## src/rtl/sprite_motion_ctrl_pkg.sv

```systemverilog
// Shared screen/sprite geometry, datapath widths and FSM state encoding for the sprite motion block.
package sprite_motion_ctrl_pkg;

  localparam int unsigned SCREEN_W   = 640;
  localparam int unsigned SCREEN_H   = 480;
  localparam int unsigned SPRITE_WID = 40;
  localparam int unsigned SPRITE_HGT = 40;

  // Largest legal top-left coordinate per axis
  localparam int unsigned X_MAX = SCREEN_W - SPRITE_WID;
  localparam int unsigned Y_MAX = SCREEN_H - SPRITE_HGT;

  localparam int unsigned X_W    = 10;
  localparam int unsigned Y_W    = 9;
  localparam int unsigned D_W    = 3;
  localparam int unsigned CALC_W = 11;

  typedef enum logic [1:0] {
    ST_IDLE   = 2'd0,
    ST_RUN    = 2'd1,
    ST_PAUSED = 2'd2,
    ST_BLINK  = 2'd3
  } state_e;

endpackage

```

## src/rtl/sprite_motion_ctrl_axis_stepper.sv

```systemverilog
// One-axis add/clamp/flip datapath: computes next position and direction for a single motion step.
module sprite_motion_ctrl_axis_stepper
  import sprite_motion_ctrl_pkg::*;
#(
  parameter int unsigned MAX = 600,
  parameter int unsigned W   = 10
) (
  input  logic [W-1:0]   pos,
  input  logic           dir,        // 0 = increasing, 1 = decreasing
  input  logic [D_W-1:0] d,
  input  logic           step,
  output logic [W-1:0]   pos_next_c,
  output logic           dir_next_c,
  output logic           hit_c
);

  logic [CALC_W-1:0] sum;

  // Step the axis in its current direction, clamping at the wall and reversing on contact
  always_comb begin
    pos_next_c = pos;
    dir_next_c = dir;
    hit_c      = 1'b0;
    sum        = CALC_W'(pos) + CALC_W'(d);
    if (step && (d != '0)) begin
      if (!dir) begin
        if (sum >= CALC_W'(MAX)) begin
          pos_next_c = W'(MAX);
          dir_next_c = 1'b1;
          hit_c      = 1'b1;
        end else begin
          pos_next_c = W'(sum);
        end
      end else begin
        if (CALC_W'(d) >= CALC_W'(pos)) begin
          pos_next_c = '0;
          dir_next_c = 1'b0;
          hit_c      = 1'b1;
        end else begin
          pos_next_c = pos - W'(d);
        end
      end
    end
  end

endmodule

```

## src/rtl/sprite_motion_ctrl.sv

```systemverilog
// Sprite position/visibility controller: frame-divided motion, wall bounce and post-bounce blink.
module sprite_motion_ctrl
  import sprite_motion_ctrl_pkg::*;
#(
  parameter int unsigned START_X         = 300,
  parameter int unsigned START_Y         = 220,
  parameter int unsigned FRAMES_PER_STEP = 1,
  parameter int unsigned BLINK_FRAMES    = 8
) (
  input  logic           CLK,
  input  logic           RESET,
  input  logic           FRAME_TICK,
  input  logic           START,
  input  logic           PAUSE,
  input  logic [D_W-1:0] DX,
  input  logic [D_W-1:0] DY,
  output logic [X_W-1:0] SPRITE_ORIGIN_OFFSET_X,
  output logic [Y_W-1:0] SPRITE_ORIGIN_OFFSET_Y,
  output logic           VISIBLE,
  output logic           BOUNCE,
  output logic [1:0]     STATE
);

  localparam int unsigned DIV_W = (FRAMES_PER_STEP > 1) ? $clog2(FRAMES_PER_STEP) : 1;
  localparam int unsigned BLK_W = $clog2(BLINK_FRAMES + 1);

  state_e           state_q, state_d;
  logic [X_W-1:0]   x_q, x_d;
  logic [Y_W-1:0]   y_q, y_d;
  logic             dir_x_q, dir_x_d;
  logic             dir_y_q, dir_y_d;
  logic             vis_q, vis_d;
  logic             bounce_q, bounce_d;
  logic [DIV_W-1:0] div_q, div_d;
  logic [BLK_W-1:0] blink_q, blink_d;

  logic             moving_c;
  logic             div_wrap_c;
  logic             step_c;
  logic [X_W-1:0]   x_next_c;
  logic [Y_W-1:0]   y_next_c;
  logic             dir_x_next_c, dir_y_next_c;
  logic             hit_x_c, hit_y_c;

  assign moving_c   = (state_q == ST_RUN) || (state_q == ST_BLINK);
  assign div_wrap_c = (div_q == DIV_W'(FRAMES_PER_STEP - 1));
  assign step_c     = moving_c && FRAME_TICK && !PAUSE && !START && div_wrap_c;

  sprite_motion_ctrl_axis_stepper #(.MAX(X_MAX), .W(X_W)) u_step_x (
    .pos        (x_q),
    .dir        (dir_x_q),
    .d          (DX),
    .step       (step_c),
    .pos_next_c (x_next_c),
    .dir_next_c (dir_x_next_c),
    .hit_c      (hit_x_c)
  );

  sprite_motion_ctrl_axis_stepper #(.MAX(Y_MAX), .W(Y_W)) u_step_y (
    .pos        (y_q),
    .dir        (dir_y_q),
    .d          (DY),
    .step       (step_c),
    .pos_next_c (y_next_c),
    .dir_next_c (dir_y_next_c),
    .hit_c      (hit_y_c)
  );

  // State and output registers
  always_ff @(posedge CLK) begin
    if (RESET) begin
      state_q  <= ST_IDLE;
      x_q      <= X_W'(START_X);
      y_q      <= Y_W'(START_Y);
      dir_x_q  <= 1'b0;
      dir_y_q  <= 1'b0;
      vis_q    <= 1'b0;
      bounce_q <= 1'b0;
      div_q    <= '0;
      blink_q  <= '0;
    end else begin
      state_q  <= state_d;
      x_q      <= x_d;
      y_q      <= y_d;
      dir_x_q  <= dir_x_d;
      dir_y_q  <= dir_y_d;
      vis_q    <= vis_d;
      bounce_q <= bounce_d;
      div_q    <= div_d;
      blink_q  <= blink_d;
    end
  end

  // Next-state logic: launch, pause, frame-divided stepping and blink countdown
  always_comb begin
    state_d  = state_q;
    x_d      = x_q;
    y_d      = y_q;
    dir_x_d  = dir_x_q;
    dir_y_d  = dir_y_q;
    vis_d    = vis_q;
    bounce_d = 1'b0;
    div_d    = div_q;
    blink_d  = blink_q;

    if (START) begin
      state_d = ST_RUN;
      x_d     = X_W'(START_X);
      y_d     = Y_W'(START_Y);
      dir_x_d = 1'b0;
      dir_y_d = 1'b0;
      vis_d   = 1'b1;
      div_d   = '0;
      blink_d = '0;
    end else begin
      unique case (state_q)
        ST_IDLE: begin
        end
        ST_PAUSED: begin
          if (!PAUSE) begin
            state_d = ST_RUN;
            vis_d   = 1'b1;
          end
        end
        ST_RUN, ST_BLINK: begin
          if (PAUSE) begin
            state_d = ST_PAUSED;
            vis_d   = 1'b1;
          end else if (FRAME_TICK) begin
            div_d   = div_wrap_c ? '0 : div_q + DIV_W'(1);
            x_d     = x_next_c;
            y_d     = y_next_c;
            dir_x_d = dir_x_next_c;
            dir_y_d = dir_y_next_c;
            if (state_q == ST_BLINK) begin
              vis_d = !vis_q;
            end
            if (hit_x_c || hit_y_c) begin
              bounce_d = 1'b1;
              blink_d  = BLK_W'(BLINK_FRAMES);
              state_d  = ST_BLINK;
            end else if (state_q == ST_BLINK) begin
              if (blink_q <= BLK_W'(1)) begin
                blink_d = '0;
                state_d = ST_RUN;
                vis_d   = 1'b1;
              end else begin
                blink_d = blink_q - BLK_W'(1);
              end
            end
          end
        end
        default: begin
          state_d = ST_IDLE;
        end
      endcase
    end
  end

  assign SPRITE_ORIGIN_OFFSET_X = x_q;
  assign SPRITE_ORIGIN_OFFSET_Y = y_q;
  assign VISIBLE                = vis_q;
  assign BOUNCE                 = bounce_q;
  assign STATE                  = state_q;

endmodule

```

## config.mk

```make
export PLATFORM = sky130hd
export DESIGN_NAME = sprite_motion_ctrl
export DESIGN_NICKNAME = d
export VERILOG_FILES = /design/src/rtl/sprite_motion_ctrl_pkg.sv /design/src/rtl/sprite_motion_ctrl_axis_stepper.sv /design/src/rtl/sprite_motion_ctrl.sv
export SDC_FILE = /design/constraint.sdc
export NUM_CORES = 1
export LEC_CHECK = 0
export ABC_AREA = 1
export BUFFER_PORTS_ARGS = -buffer_cell sky130_fd_sc_hd__buf_2
export CAP_MARGIN = 40
export CORE_ASPECT_RATIO = 0.5
export CORE_UTILIZATION = 63
export DETAILED_ROUTE_END_ITERATION = 10
export PLACE_DENSITY = 0.86
export SETUP_SLACK_MARGIN = 0.15
export SYNTH_ARGS = -nofsm -noshare
export SYNTH_HDL_FRONTEND = slang
export SYNTH_SLANG_ARGS = --single-unit
export TNS_END_PERCENT = 50
```

## constraint.sdc

```tcl
create_clock -name CLK -period 6.45 [get_ports CLK]
set_clock_uncertainty 0.2 [all_clocks]
set_input_delay 0.9675 -clock CLK [delete_from_list [all_inputs] [get_ports CLK]]
set_output_delay 0.9675 -clock CLK [all_outputs]
set_load 0.02 [all_outputs]
```

; Word level (Yosys, flattened, before mapping)
; Index checks and enable logic that the tools add are counted.
[totals]
rom_bits = 0
elab_cells = 102
latchBits = 0
inputBits = 11
ram_bits = 0
output_inout_bits = 23
regBits = 30
memories = 0
[classes]
shifts = 0
bitwise = 4
n_eq_ne = 11
order_cmp = 5
div = 0
addsub = 6
n_mul = 0
reduce_logical = 26
mux = 40
[op_table]
columns = op, n
row1 = $mux 10, 3
row2 = $mux 9, 3
row3 = $mux 1, 23
row4 = $mux 2, 6
row5 = $mux 4, 3
row6 = $ne 4x4->1 const B, 3
row7 = $reduce_and 4->1, 3
row8 = $add 10x3->11, 1
row9 = $ge 11x10->1 const B, 1
row10 = $ge 11x9->1 const B, 1
row11 = $add 9x3->10, 1
row12 = $ge 3x10->1, 1
row13 = $ne 5x5->1 const B, 2
row14 = $reduce_and 5->1, 2
row15 = $sub 10x3->10, 1
row16 = $ge 3x9->1, 1
row17 = $reduce_bool 3->1, 3
row18 = $sub 9x3->9, 1
row19 = $logic_and 1x1->1, 6
row20 = $ne 3x3->1 const B, 2
row21 = $reduce_and 3->1, 2
row22 = $reduce_or 5->1, 1
row23 = $eq 2x2->1 const B, 2
row24 = $le 4x1->1 const B, 1
row25 = 11 further kinds, 19

; Depth between registers and ports, before layout
; Gate-level depths: netlist of run 1.
[logic_depth]
ltp_word = 14
depth_mapped = 22
mapped_depth_nobuf = 22

; By module
; From an unflattened synthesis of run 1, not the netlist that was laid out.
[unflattened]
hier_cells = 505
hier_area_um2 = 3031.7
[modules_own_cells]
columns = mod, seq_area_each_um2, area_per_inst_um2, cells_each, instances
row1 = sprite_motion_ctrl, 580.6, 1273.7, 173, 1
row2 = sprite_motion_ctrl_axis_stepper (u_step_x), 0.0, 894.6, 172, 1
row3 = sprite_motion_ctrl_axis_stepper (u_step_y), 0.0, 863.3, 160, 1

; Worst setup path before layout of run 1
; No wires, ideal clock.
[synth_path]
path_type = input-to-reg
start = input DX[0]
end = register blink_q[1]
path_stages = 17
setup_slack_ps = 3390
arrival_time_ps = 2731
setup_ps = 129
path_buffers = 0
required_ps = 6121
path_cell_list = ha_1 fa_1 nand2_2 nand2_2 nand3_2 xor2_1 nand2_1 nand2_1 nand2_2 nand2_4 nand3_4 nand2_4 inv_4 nand2_4 nand2_4 o21ai_1 nor2_1
[synth_via]
elab_chain_cells = 8
word_cells_on_any_way = 13
cone_classes = 1 x add/sub / 2 x order compare / 5 x mux / 5 x reduce/logical
[synth_rtl]
columns = element, line
row1 = "start, declared", sprite_motion_ctrl.sv:15  ; input logic [D_W-1:0] DX,
row2 = $add 10x3->11, sprite_motion_ctrl_axis_stepper.sv:24  ; sum = CALC_W'(pos) + CALC_W'(d);
row3 = $ge 11x10->1, sprite_motion_ctrl_axis_stepper.sv:27  ; if (sum >= CALC_W'(MAX)) begin
row4 = $mux 1, sprite_motion_ctrl_axis_stepper.sv:27
row5 = $mux 1, sprite_motion_ctrl_axis_stepper.sv:26  ; if (!dir) begin
row6 = $mux 1 *, sprite_motion_ctrl_axis_stepper.sv:25  ; if (step && (d != '0)) begin
row7 = $logic_or 1x1->1 *, sprite_motion_ctrl.sv:138  ; if (hit_x_c || hit_y_c) begin
row8 = $reduce_bool 2->1 (no line), -
row9 = $reduce_and 4->1 (no line), -
row10 = "end signal, assigned", sprite_motion_ctrl.sv:90  ; blink_q <= blink_d;
row11 = "end, declared", sprite_motion_ctrl.sv:35  ; logic [BLK_W-1:0] blink_q, blink_d;
; Every way passes the cells marked *; elsewhere a longest branch is shown, timed or not.
; A chain may end at the register's enable or synchronous reset.

; Worst setup path after layout of run 1
[layout_path]
start = input DY[0]
end = register blink_q[1]
[layout_via]
elab_chain_cells = 8
word_cells_on_any_way = 13
cone_classes = 1 x add/sub / 2 x order compare / 5 x mux / 5 x reduce/logical
[layout_rtl]
columns = element, line
row1 = "start, declared", sprite_motion_ctrl.sv:16  ; input logic [D_W-1:0] DY,
row2 = $add 9x3->10, sprite_motion_ctrl_axis_stepper.sv:24
row3 = $ge 11x9->1, sprite_motion_ctrl_axis_stepper.sv:27
row4 = $mux 1, sprite_motion_ctrl_axis_stepper.sv:27
row5 = $mux 1, sprite_motion_ctrl_axis_stepper.sv:26
row6 = $mux 1 *, sprite_motion_ctrl_axis_stepper.sv:25
row7 = $logic_or 1x1->1 *, sprite_motion_ctrl.sv:138
row8 = $reduce_bool 2->1 (no line), -
row9 = $reduce_and 4->1 (no line), -
; Marks and branches as above.

==> results of run 1 <==
[where the power goes]
part,leakage [nW],switching (mW),internal [mW]
sequential,0.235,0.00392,0.182
combinational,1.14,0.0405,0.0215
clock,0.0542,0.0744,0.0963
total,1.43,0.119,0.299
[sequential cells by signal, summed over array words and instances, names as in the netlist]
signal / flops
BOUNCE: 1
SPRITE_ORIGIN_OFFSET_X: 10
SPRITE_ORIGIN_OFFSET_Y: 9
STATE: 2
VISIBLE: 1
blink_q: 4
dir_x_q: 1
dir_y_q: 1
[routing by layer]
metal  part of all wire  up-vias  track usage
met4              0.013        0       0.1313
met1               0.45     1263       0.3933
met5                  0        -            0
li1                   -     1399            -
met3              0.076        9      0.06472
met2               0.46      124       0.5644
[critical path: cells and delay by family]
kind            cells  cell delay (ps)
compound gates      1               80
xor+xnor            1              180
fa+ha+maj           2              640
buf+inv             2              200
simple gates       13             1070
[how the worst min path moves through the flow]
stage	end	slack, ps
after floorplan	dir_x_q	270
after global placement	SPRITE_ORIGIN_OFFSET_X[0]	290
after detailed placement	SPRITE_ORIGIN_OFFSET_Y[0]	300
after CTS	SPRITE_ORIGIN_OFFSET_Y[0]	310
after global routing	dir_x_q	330
final	SPRITE_ORIGIN_OFFSET_Y[0]	310
[cell usage after synthesis]
library cell,instances,share of area
nand2_1,89,0.13
inv_1,49,0.071
nor2_1,38,0.055
o21ai_0,33,0.064
dfxtp_1,29,0.23
a21oi_1,27,0.052
nand3_1,25,0.048
ha_1,14,0.068
xor2_1,11,0.037
nand2_2,10,0.024
nand4_1,7,0.017
inv_2,6,0.0087
nor3_1,6,0.012
a31oi_1,5,0.012
nand3_2,5,0.019
fa_1,4,0.031
nand2_4,4,0.017
o22ai_1,4,0.0097
a211oi_1,3,0.0087
nor2_2,3,0.0073
o21ai_1,3,0.0058
o31ai_1,3,0.0087
buf_2,2,0.0039
buf_4,2,0.0058
clkbuf_1,2,0.0029
nor4_1,2,0.0048
o2111ai_1,2,0.0068
o211ai_1,2,0.0058
a21oi_2,1,0.0034
a221oi_1,1,0.0034
bufinv_8,1,0.0068
clkinv_1,1,0.0015
inv_4,1,0.0024
nand3_4,1,0.0068
nand3b_1,1,0.0029
nor3b_1,1,0.0029
o41ai_1,1,0.0034
xnor2_1,1,0.0034
[cell families (layout without fill, tap and decap cells)]
| logic type | after synthesis | in the layout |
|---|---|---|
| xor+xnor | 12 | 12 |
| buf+inv | 64 | 101 |
| flops | 29 | 29 |
| simple gates | 192 | 192 |
| fa+ha+maj | 18 | 18 |
| compound gates | 85 | 85 |
[cell type report]
class | instances | area (um2)
Sequential cell | 29 | 580.6
Timing Repair Buffer | 35 | 180.2
Clock buffer | 7 | 96.34
Fill cell | 343 | 1007
Clock inverter | 1 | 5.005
Multi-Input combinational cell | 307 | 1733
Tap cell | 54 | 67.56
Inverter | 58 | 234.0
[per-stage QoR]
step | cells | setup slack [ps] | utilization | area (um2)
finish | 491 | 3260 | 0.7420 | 2897
global route | 491 | 3056 | 0.7420 | 2897
CTS | 491 | 3281 | 0.7420 | 2897
detailed placement | 483 | 2993 | 0.7160 | 2795
global placement | 483 | 3090 | 0.7160 | 2795
floorplan | 400 | 3390 | - | 2580
[cell usage in the layout, fill, tap and decap left out, types with 4 or more instances in the layout]
cell      instances
a21oi_1          27
a31oi_1           5
buf_2            33
clkbuf_8          7
dfxtp_1          29
fa_1              4
ha_1             14
inv_1            49
inv_2             6
nand2_1          89
nand2_2          10
nand2_4           4
nand3_1          25
nand3_2           5
nand4_1           7
nor2_1           38
nor3_1            6
o21ai_0          33
o22ai_1           4
xor2_1           11
==> impl_metrics.yaml, run 1 <==
status:
  status: "completed"
yosys:
  synth.cell_area_mm2: 0.002580
  synth_fa_ha_area_frac: 0.09893
  avgSynthCellArea_um2: 6.450
  synth-seq-cells: 29
  synth_top_family_by_area: "simple AND/OR/NAND/NOR gates"
  synth_cell_types: 38
  synth_compound_area_frac: 0.1843
  ys_seq_area_frac: 0.2250
  synthXorXnorAreaFrac: 0.04074
  synth_warnings: 0
  synth_fp_nets: 429
  syn_inst: 400
  muxShareOfSynthArea: 0
  synthSimpleGateAreaFrac: 0.3477
setup_path:
  reg2reg_to: "blink_q[1]"
  cp_cell_sequence: "buf_2, ha_1, fa_1, nand2_1, nand2_2, nand2_2, nor2_1, xor2_1, nand2_1, nand2_2, nand3_2, nand3_2, nand2_4, inv_4, nand2_4, nand2_4, nand2_1, o21ai_1, nor2_1"
  reg2reg_depth: 18
  r2r_start: "SPRITE_ORIGIN_OFFSET_Y[0]"
  cp_data_required_time_ps: 6410
  end_kind: "register"
  cp-endpoint: "blink_q[1]"
  cp_max_fo: 6
  slowest_delay_ps: 400
  cp.arrival_ps: 3150
  crit_type: "in2reg"
  r2r_setup_slack_ps: 3740
  cp-start-kind: "input port"
  critical_path.startpoint: "DY[0]"
  cpMaxStageDelayCell: "fa_1"
power_and_ir_drop:
  vdd_drop_max_v: 0.00007547
  leakage_nw: 1.427
  powerDensity_mw_per_mm2: 144.4
  p_total_mw: 0.4183
placed_design:
  port_buffers: 33
  dp_hpwl_um: 4987
  gp_congestion: 1.010
clock_network:
  cts_buffer_depth: 2
  ctsResizeCount: 0
  clk_latency_ps: 290
  post-cts-setup-buffers: 0
  tritoncts: "yes"
  cts_root_buf: "clkbuf_8"
  hold_buffers: 0
  path_clk_slew_ps: 70
  cts_sinks: 29
  cts-htree-levels: 2
  cts-buffers-inserted: 5
layout:
  drive_above_1_share: 0.1716
  area_growth_pct: 12.27
  layout.nets: 465
  n_antenna_cell: 0
detailed_routing:
  drc: 0
  viasPerCell: 5.692
  vias: 2795
  first_iter_violations: 158
  first_pass_iters: 5
  antenna_left: 0
  wl_per_cell_um: 13.25
  routed_wl_um: 6505
timing:
  hold-worst-slack_ps: 306.6
  fin_setup_tns_ps: 0
  worstMarginPinSlew_ps: 766.9
  max-slew-margin-rel: 0.4843
  period_needed_ps: 3190
  period_share: 0.4946
  hold_violations: 0
  fmax_mhz: 313.5
  rsz0062_at_grt: "no"
  setup_viol: 0
  drv_slew: 0
worst_hold_path:
  hp-start: "SPRITE_ORIGIN_OFFSET_Y[0]"
  holdPathStages: 2
  hp-class: "reg2reg"
die:
  core_mm2: 0.003904
  die_h_um: 47.25
  die_area_mm2: 0.004371
  io-pin-count: 34
  start_util: 0.6609
  num_rows: 16
  die_w_um: 92.50
grt:
  grt-ovfl-total: 0
  grt_pass1_wl_um: 10580
  grt_pass1_vias: 2374
  grt_max_degree: 18
  track_usage: 0.3172
  grt_antenna_before_repair: 0
run:
  drv_cap: 0
No activity file was read; power rests on OpenSTA's default activity.
==> run 2, diff against run 1 <==
Settings changed: CORE_UTILIZATION 63 to 59, PLACE_DENSITY 0.86 to 0.81.
Clock period 6.45 ns to 3.17 ns, I/O delays scaled along.
==> run 2 against run 1 <==
Compared with the run above:
- sequential power rose by 100%
- global-route usage down 1.0 points
- design area is the same
- sequential share of layout area stayed put
- first-iteration DRC count down 9.5%
- total power increased by 96%
- combinational power is 100% higher
- utilization fell by 2.6 points
- register-to-register slack worse by 3200 ps
- flip-flop and latch count stayed put
- die area rose by 6.6%
- clock power rose by 85%
- largest power group unchanged
- highest routed layer unchanged
==> impl_metrics.yaml, run 2 (synthesized netlist as in run 1, its figures left out) <==
clock_network:
  path_clk_slew_ps: 70
  cts_buffer_depth: 2
  cts_sinks: 29
  tritoncts: "yes"
  cts-htree-levels: 2
  post-cts-setup-buffers: 0
  clk_latency_ps: 280
  cts_root_buf: "clkbuf_8"
  ctsResizeCount: 0
  cts-buffers-inserted: 5
  hold_buffers: 0
grt:
  grt-ovfl-total: 0
  track_usage: 0.3072
  grt_pass1_vias: 2601
  grt_pass1_wl_um: 11370
  grt_antenna_before_repair: 0
  grt_max_degree: 18
setup_path:
  cp.arrival_ps: 2640
  cpMaxStageDelayCell: "fa_1"
  cp_max_fo: 6
  slowest_delay_ps: 420
  cp_cell_sequence: "ha_1, fa_1, nand2_2, nand2_2, nand3_2, xor2_1, nand2_1, nand2_1, nand2_2, nand2_4, nand3_4, nand2_4, inv_4, nand2_4, nand2_4, nor3_1, nor2_1"
  path_delay_family: "simple AND/OR/NAND/NOR gates"
  cp_data_required_time_ps: 3150
  r2r_setup_slack_ps: 500
  crit_type: "reg2reg"
  cp-start-kind: "register"
  end_kind: "register"
  cpMostUsedCell: "nand2_4"
  cp_num_buf_inv: 1
worst_hold_path:
  hp-class: "in2reg"
power_and_ir_drop:
  vdd_drop_max_v: 0.0001500
  p_comb_frac: 0.154
  p_sw_frac: 0.2869
  leakage_nw: 1.427
  power.internal_mw: 0.5857
  clockPowerShare: 0.386
  p_total_mw: 0.8214
  net-switching-power_mw: 0.2356
  powerDensity_mw_per_mm2: 283.6
  pwr-share-seq: 0.459
timing:
  drv_slew: 0
  period_share: 0.8408
  hold-worst-slack_ps: 197.6
  worstMarginPinSlew_ps: 528.0
  hold_violations: 0
  period_needed_ps: 2665
  max-slew-margin-rel: 0.6476
  setup_viol: 0
  rsz0062_at_grt: "no"
  fin_setup_tns_ps: 0
  fmax_mhz: 375.2
layout:
  n_antenna_cell: 0
  fill_cells: 373
  final_common_cell: "nand2_1"
  largest_register_ffs: 10
  layout_common_cells: "nand2_1, inv_1, nor2_1, o21ai_0, buf_2"
  multi_input_area_mm2: 0.001733
  layout.nets: 467
  drive_above_1_share: 0.1712
  seq_area_um2: 580.6
  area_growth_pct: 12.27
  stdcell_count: 492
die:
  die_h_um: 48.76
  num_rows: 16
  core_mm2: 0.004044
  die_area_mm2: 0.004658
  start_util: 0.6380
  die_w_um: 95.52
  io-pin-count: 34
placed_design:
  gp_congestion: 1.005
  port_buffers: 33
  dp.cells: 485
  dp_hpwl_um: 4971
detailed_routing:
  vias: 2831
  wl_per_cell_um: 13.31
  routed_wl_um: 6547
  antenna_left: 0
  viasPerCell: 5.754
  first_pass_iters: 5
  drc: 0
  first_iter_violations: 143
run:
  drv_cap: 0
status:
  status: "completed"
-- run 2: cell count changes in the layout (fill, tap and decap cells not counted) --
| cell | previous run | this run |
|---|---|---|
| buf_4 | 2 | 4 |
| clkbuf_8 | 7 | 6 |
| clkinv_2 | 1 | 0 |
| clkbuf_1 | 0 | 1 |
-- run 2: layout make-up --
type                       count  share of cell area
clock buffer                   7             0.02981
inverter                      58             0.08078
multi-input combinational    307              0.5983
sequential                    29              0.2004
tap                           54             0.02333
timing repair buffer          37             0.06739
-- run 2: path summary, 6_finish.rpt --
path                               end                 startpoint  depth (start not counted)
min reg2reg  SPRITE_ORIGIN_OFFSET_Y[0]  SPRITE_ORIGIN_OFFSET_Y[0]                          2
max                         blink_q[3]  SPRITE_ORIGIN_OFFSET_X[0]                         17
min                             BOUNCE                      RESET                          2
max reg2reg                 blink_q[3]  SPRITE_ORIGIN_OFFSET_X[0]                         17
-- run 2: layer usage --
| layer | global-route usage | wire [um] | vias to the layer above |
|---|---|---|---|
| li1 | - | - | 1398 |
| met1 | 0.4136 | 2950 | 1290 |
| met2 | 0.5119 | 3026 | 131 |
| met3 | 0.03616 | 488 | 12 |
| met4 | 0.09950 | 82 | 0 |
| met5 | 0 | 0 | - |
-- run 2: power by group through the flow --
stage               sequential (mW)  clock (mW)  combinational, mW
CTS                           0.377       0.320              0.125
detailed placement            0.385           0              0.124
finish                        0.377       0.317              0.127
global placement              0.385           0              0.123
global route                  0.378       0.333              0.143
floorplan                     0.389           0             0.0812
-- run 2: worst register-to-register path, cell delays in order (launching register included) --
cell and delay (ps):
dfxtp_1 340, ha_1 220, fa_1 420, nand2_2 100, nand2_2 100, nand3_2 80
xor2_1 190, nand2_1 80, nand2_1 70, nand2_2 70, nand2_4 110, nand3_4 90
nand2_4 110, inv_4 50, nand2_4 70, nand2_4 70, nor3_1 160, nor2_1 60
-- run 2: per-stage QoR --
stage | util | setup slack [ps] | area, um2
2_1_floorplan | - | 602.3 | 2580
6_report | 0.7163 | 504.7 | 2897
4_1_cts | 0.7163 | 508.1 | 2897
3_5_place_dp | 0.6949 | 237.1 | 2810
5_1_grt | 0.7163 | 306.9 | 2897
3_3_place_gp | 0.6949 | 279.6 | 2810
